`config.mk`:
```
export PLATFORM = sky130hd
export DESIGN_NAME = fifo_wr_arbiter
export DESIGN_NICKNAME = d
export VERILOG_FILES = /design/src/rtl/fifo_arb_pkg.sv /design/src/rtl/rr_arb_pick.sv /design/src/rtl/fifo_wr_arbiter.sv
export SDC_FILE = /design/constraint.sdc
export NUM_CORES = 1
export LEC_CHECK = 0
export ABC_AREA = 1
export ABC_CLOCK_PERIOD_IN_PS = 2600
export CAP_MARGIN = 40
export CORE_UTILIZATION = 41
export DETAILED_ROUTE_END_ITERATION = 8
export PLACE_DENSITY = 0.87
export SLEW_MARGIN = 20
export SYNTH_ARGS = -nofsm -noshare
export SYNTH_HDL_FRONTEND = slang
export SYNTH_SLANG_ARGS = --single-unit
```
`constraint.sdc`:
```
create_clock -name CLK_I -period 2.6 [get_ports CLK_I]
set_input_delay 0.65 -clock CLK_I [delete_from_list [all_inputs] [get_ports CLK_I]]
set_output_delay 0.65 -clock CLK_I [all_outputs]
set_load 0.005 [all_outputs]
```
`src/rtl/fifo_arb_pkg.sv`:
```
//------------------------------------------------------------------------------
// Module   : fifo_arb_pkg
// Brief    : Shared types and helpers for the FIFO write-port arbiter.
// Revision : 1.0 - initial release
//------------------------------------------------------------------------------
`default_nettype none

package fifo_arb_pkg;

    typedef enum logic {
        ARB_IDLE = 1'b0,
        ARB_LOCK = 1'b1
    } arb_state_t;

    localparam int c_MAX_NREQ = 16;

    function automatic int ptr_width(input int nreq);
        return (nreq > 1) ? $clog2(nreq) : 1;
    endfunction

    // Callers trim the result to their own requester count.
    function automatic logic [c_MAX_NREQ-1:0] idx_to_onehot(input logic [3:0] idx);
        logic [c_MAX_NREQ-1:0] v;
        v      = '0;
        v[idx] = 1'b1;
        return v;
    endfunction

endpackage

`default_nettype wire

```
`src/rtl/rr_arb_pick.sv`:
```
//------------------------------------------------------------------------------
// Module   : rr_arb_pick
// Brief    : Combinational rotate-priority picker; first valid index after ptr.
// Revision : 1.0 - initial release
//------------------------------------------------------------------------------
`default_nettype none

module rr_arb_pick #(
    parameter int NREQ = 4,
    parameter int PW   = 2
) (
    input  logic [NREQ-1:0] i_valid,
    input  logic [PW-1:0]   i_ptr,
    output logic [PW-1:0]   o_idx,
    output logic            o_any
);

    localparam logic [PW-1:0] c_LAST = PW'(NREQ - 1);

    logic [PW-1:0] w_cand;

    // Walk ptr+1 .. ptr+NREQ with wrap; the last candidate is ptr itself.
    always_comb begin
        o_idx  = '0;
        o_any  = 1'b0;
        w_cand = i_ptr;
        for (int k = 0; k < NREQ; k++) begin
            w_cand = (w_cand == c_LAST) ? '0 : w_cand + 1'b1;
            if (!o_any && i_valid[w_cand]) begin
                o_any = 1'b1;
                o_idx = w_cand;
            end
        end
    end

endmodule

`default_nettype wire

```
`src/rtl/fifo_wr_arbiter.sv`:
```
//------------------------------------------------------------------------------
// Module   : fifo_wr_arbiter
// Brief    : Round-robin, packet-locked arbiter sharing the async FIFO write port.
//            Optional per-requester grant counters via FIFO_ARB_STATS_EN.
// Revision : 1.0 - initial release
//------------------------------------------------------------------------------
`default_nettype none

module fifo_wr_arbiter
    import fifo_arb_pkg::*;
#(
    parameter int NREQ     = 4,
    parameter int DATASIZE = 8,
    parameter int CNTW     = 16
) (
    input  logic                     CLK_I,
    input  logic                     RST_I,
    input  logic [NREQ-1:0]          REQ_VALID_I,
    input  logic [NREQ-1:0]          REQ_LAST_I,
    input  logic [NREQ*DATASIZE-1:0] REQ_DATA_I,
    output logic [NREQ-1:0]          REQ_READY_O,
    output logic [NREQ-1:0]          GNT_O,
    output logic                     BUSY_O,
    output logic [DATASIZE-1:0]      WDATA_O,
`ifdef FIFO_ARB_STATS_EN
    output logic [NREQ*CNTW-1:0]     GNT_CNT_O,
    input  logic                     CNT_CLR_I,
`endif
    output logic                     WINC_O,
    input  logic                     WFULL_I
);

    localparam int c_PW = ptr_width(NREQ);

    generate
        if (NREQ < 2 || NREQ > c_MAX_NREQ || CNTW < 1) begin : g_param_check
            $error("fifo_wr_arbiter: NREQ must be 2..16 and CNTW >= 1");
        end
    endgenerate

    arb_state_t          r_state;
    arb_state_t          w_state_nxt;
    logic [NREQ-1:0]     r_gnt;
    logic [c_PW-1:0]     r_ptr;
    logic                r_out_valid;
    logic [DATASIZE-1:0] r_out_data;

    logic [c_PW-1:0]     w_pick_idx;
    logic                w_pick_any;
    logic [NREQ-1:0]     w_pick_oh;
    logic                w_grant_evt;
    logic                w_hs;
    logic                w_hs_last;
    logic [DATASIZE-1:0] w_sel_data;

    rr_arb_pick #(
        .NREQ (NREQ),
        .PW   (c_PW)
    ) u_pick (
        .i_valid (REQ_VALID_I),
        .i_ptr   (r_ptr),
        .o_idx   (w_pick_idx),
        .o_any   (w_pick_any)
    );

    assign w_pick_oh   = NREQ'(idx_to_onehot(4'(w_pick_idx)));
    assign w_grant_evt = (r_state == ARB_IDLE) && w_pick_any;
    assign w_hs        = |(REQ_VALID_I & REQ_READY_O);
    assign w_hs_last   = |(REQ_VALID_I & REQ_LAST_I & REQ_READY_O);

    // r_gnt is one-hot while locked, so an OR of masked lanes is the mux.
    always_comb begin
        w_sel_data = '0;
        for (int i = 0; i < NREQ; i++) begin
            if (r_gnt[i]) begin
                w_sel_data = w_sel_data | REQ_DATA_I[i*DATASIZE +: DATASIZE];
            end
        end
    end

    always_ff @(posedge CLK_I or posedge RST_I) begin
        if (RST_I) begin
            r_state <= ARB_IDLE;
        end else begin
            r_state <= w_state_nxt;
        end
    end

    always_comb begin
        w_state_nxt = r_state;
        case (r_state)
            ARB_IDLE: if (w_pick_any) w_state_nxt = ARB_LOCK;
            ARB_LOCK: if (w_hs_last)  w_state_nxt = ARB_IDLE;
            default:                  w_state_nxt = ARB_IDLE;
        endcase
    end

    // A beat may enter only if the output register is empty or draining now.
    always_comb begin
        REQ_READY_O = '0;
        if (r_state == ARB_LOCK && (!r_out_valid || !WFULL_I)) begin
            REQ_READY_O = r_gnt;
        end
        BUSY_O = (r_state == ARB_LOCK) || r_out_valid;
    end

    always_ff @(posedge CLK_I or posedge RST_I) begin
        if (RST_I) begin
            r_gnt       <= '0;
            r_ptr       <= c_PW'(NREQ - 1);
            r_out_valid <= 1'b0;
            r_out_data  <= '0;
        end else begin
            if (w_grant_evt) begin
                r_gnt <= w_pick_oh;
                r_ptr <= w_pick_idx;
            end else if (w_hs_last) begin
                r_gnt <= '0;
            end
            if (w_hs) begin
                r_out_valid <= 1'b1;
                r_out_data  <= w_sel_data;
            end else if (r_out_valid && !WFULL_I) begin
                r_out_valid <= 1'b0;
            end
        end
    end

    assign GNT_O   = r_gnt;
    assign WINC_O  = r_out_valid;
    assign WDATA_O = r_out_data;

`ifdef FIFO_ARB_STATS_EN
    generate
        for (genvar gi = 0; gi < NREQ; gi++) begin : g_cnt
            logic [CNTW-1:0] r_cnt;
            always_ff @(posedge CLK_I or posedge RST_I) begin
                if (RST_I) begin
                    r_cnt <= '0;
                end else if (CNT_CLR_I) begin
                    r_cnt <= '0;
                end else if (w_grant_evt && w_pick_oh[gi] && !(&r_cnt)) begin
                    r_cnt <= r_cnt + 1'b1;
                end
            end
            assign GNT_CNT_O[gi*CNTW +: CNTW] = r_cnt;
        end
    endgenerate
`endif

endmodule

`default_nettype wire

```
==> out/qor.yml <==
clocking:
  ctsHtreeMaxLevel: 1
  cts_buffer_depth: 2
  clock_latency_ns: 0.30
  root_buffer: "clkbuf_4"
  cts_tree: "yes"
  holdBufCountCts: 0
  cts.sinks: 16
  clk_pin_slew_ns: 0.10
  cts_buffers: 3
routing:
  drtPass1Iterations: 6
  drt_iter0_drc: 104
  wl_met3_um: 178
  wirelength_mm: 3.98
  top_layer_used: "met4"
  antenna_left: 0
  met1Wirelength_mm: 1.72
  via_per_inst: 5.27
  wl_per_cell_um: 14.2
  drc_errors: 5
  num_vias: 1481
  wl_met2_mm: 2.02
die:
  io_pins: 61
  coreArea_um2: 2830
  dieArea_um2: 3300
  num_rows: 19
  start_util: 0.445
  die_h_um: 57.4
  die_x_um: 57.4
global_routing:
  grt_usage: 0.236
  grt_pass1_wl_mm: 5.98
  grt_start_max_net_pins: 18
  grt_pass1_vias: 1297
  antenna_found_initial: 0
  grt.overflow.total: 0
synthesis:
  synthesis.nets: 230
  postSynthAreaPerCell_um2: 6.77
  synth_compound_area_frac: 0.140
  syn_inst: 186
  netlist_area_um2: 1260
  synth_seq_cells: 16
  synth_area_leader_cell: "dfrtp_1"
  synth-simple-area-share: 0.439
  synthAdderAreaFrac: 0.00993
  netlist_top_cells_area: "dfrtp_1 (28%), nand2_1 (21%), nand3_1 (6.8%)"
  synthMuxAreaShare: 0
  ys_seq_area_frac: 0.320
  synth.top_cell.area_share: 0.278
  synth.distinct_cells: 23
  yosysWarnings: 0
  synth_xor_area_frac: 0
  synth_top_family_by_area: "simple AND/OR/NAND/NOR gates"
layout:
  diodes: 0
  areaGrowthSynthToFinish_pct: 56.0
  finalNonFillerCells: 281
  final_layout_size_suffix_gt1_frac: 0.152
  final_nets: 295
  final_cell_mix: "nand2_1 (69), clkdlybuf4s50_1 (56), inv_1 (17), nand3_1 (17), dfrtp_1 (14)"
  layout_commonest_cell: "nand2_1"
  design_area_um2: 1970
pwr:
  powerDensity_nw_per_um2: 1150
  total_power_mw: 2.26
  irDropWorstVdd_mv: 0.673
  p_leak_nw: 1.01
timing:
  drv_slew: 0
  post-route-period-util: 0.862
  clock.fmax_mhz: 446
  worstMarginPinSlew_ns: 0.594
  period_needed_ns: 2.24
  fin_skew_ns: 0.00661
  timing.slew.headroom: 0.604
  grt_setup_unrepaired: "false"
  totalNegativeSetupSlack_ns: 0
  hold_viol_final: 0
  hold_ws_ns: 0.499
  setup-violations-final: 0
placed_design:
  dpl-instance-area_um2: 1910
  gp_congestion: 0.853
  dp_cells: 277
  io_buffers: 60
  place_hpwl_mm: 3.10
setup_path:
  path_delay_family: "buffers and inverters"
  cp-startpoint: "WFULL_I"
  cp-start-kind: "input pin"
  rrSetupSlack_ns: 0.42
  worst_path_max_delay_cell: "clkdlybuf4s50_1"
  cp.arrival_ns: 1.59
  required_ns: 1.95
  worstPathMaxFanout: 4
  crit_path_end_kind: "output port"
  critPathBufInv: 3
  reg2reg_from: "r_ptr[0]$_DFFE_PP1P_"
  worst-r2r-cell-count: 12
  path_cells: "clkdlybuf4s50_1, a21oi_2, inv_2, nor2_2, dlymetal6s2s_1"
  r2r-end: "GNT_O[1]$_DFFE_PP0P_"
  crit_type: "input pin to output port"
  worst_path_largest_cell_delay_ns: 0.43
outcome:
  status: "finished with violations"
  violations: "DRC"
hold_path:
  min-delay-start: "WDATA_O[4]$_DFFE_PP0P_"
  hold_path_depth: 2
  hold_path.class: "register to register"
  holdPathEnd: "WDATA_O[4]$_DFFE_PP0P_"
run:
  drv_cap: 0
[per-stage QoR]
step                       util  setup WS (ns)
final                     0.695          0.359
after global routing      0.695          0.259
after CTS                 0.691        0.00389
after detailed placement  0.674        -0.0322
after global placement    0.674       -0.00911
after floorplan               -          0.629
[area by class of cell]
| class | count | area, um2 |
|---|---|---|
| sequential | 16 | 403 |
| timing repair buffer | 66 | 656 |
| tap | 31 | 38.8 |
| inverter | 21 | 78.8 |
| multi-input combinational | 143 | 753 |
| clock buffer | 4 | 36.3 |
| fill | 213 | 863 |
[how the worst max path moves through the flow]
stage | to | slack [ns] | cells after the start
5_1_grt | GNT_O[3]$_DFFE_PP0P_ | 0.26 | 11
3_5_place_dp | REQ_READY_O[2] | -0.03 | 5
4_1_cts | REQ_READY_O[0] | 0.004 | 5
6_report | REQ_READY_O[2] | 0.36 | 5
3_3_place_gp | REQ_READY_O[3] | -0.009 | 5
2_1_floorplan | GNT_O[2]$_DFFE_PP0P_ | 0.63 | 12
[repair_timing]
action | CTS | global route
endpoints found under the setup margin | 3 | 4
gates cloned | 0 | 0
setup buffers | 0 | 0
gates resized for setup | 5 | 4
[where the power goes]
part / total (mW) / internal (mW) / switching, mW
sequential: 0.468 / 0.359 / 0.109
combinational: 1.62 / 0.655 / 0.964
clock: 0.171 / 0.0854 / 0.0860
total: 2.26 / 1.10 / 1.16
[per-layer routing]
| metal | global-route usage | vias up |
|---|---|---|
| met5 | 0 | - |
| met4 | 0.0627 | 0 |
| met3 | 0.0408 | 6 |
| met2 | 0.397 | 40 |
| met1 | 0.313 | 690 |
| li1 | - | 745 |
[cell families (layout without fill, tap and decap cells)]
| group | count (synthesis) | in the layout |
|---|---|---|
| compound gates | 24 | 24 |
| buf+inv | 27 | 91 |
| simple gates | 118 | 118 |
| fa+ha+maj | 1 | 1 |
| flops | 16 | 16 |
[worst register-to-register path, delay by kind of cell, from the launching register on]
kind	cells	cell delay, ns
AND/OR/NAND/NOR	10	0.91
flip-flops	1	0.64
adder cells (fa/ha/maj)	1	0.37
buffers and inverters	1	0.19
[synth_stat cells (all sizes together)]
master,n
nor2,13
ha,1
dfstp,2
dfrtp,14
a21oi,2
buf,5
o21ai,10
nand3,21
a22o,4
inv,21
or2,1
nand2,77
clkbuf,1
nand4,5
nor3,1
a221oi,8
[sequential cells by signal (all words and copies together), names as in the netlist]
name	cells
GNT_O	4
WDATA_O	8
WINC_O	1
r_ptr	2
r_state	1
(Power assumes the default switching activity.)
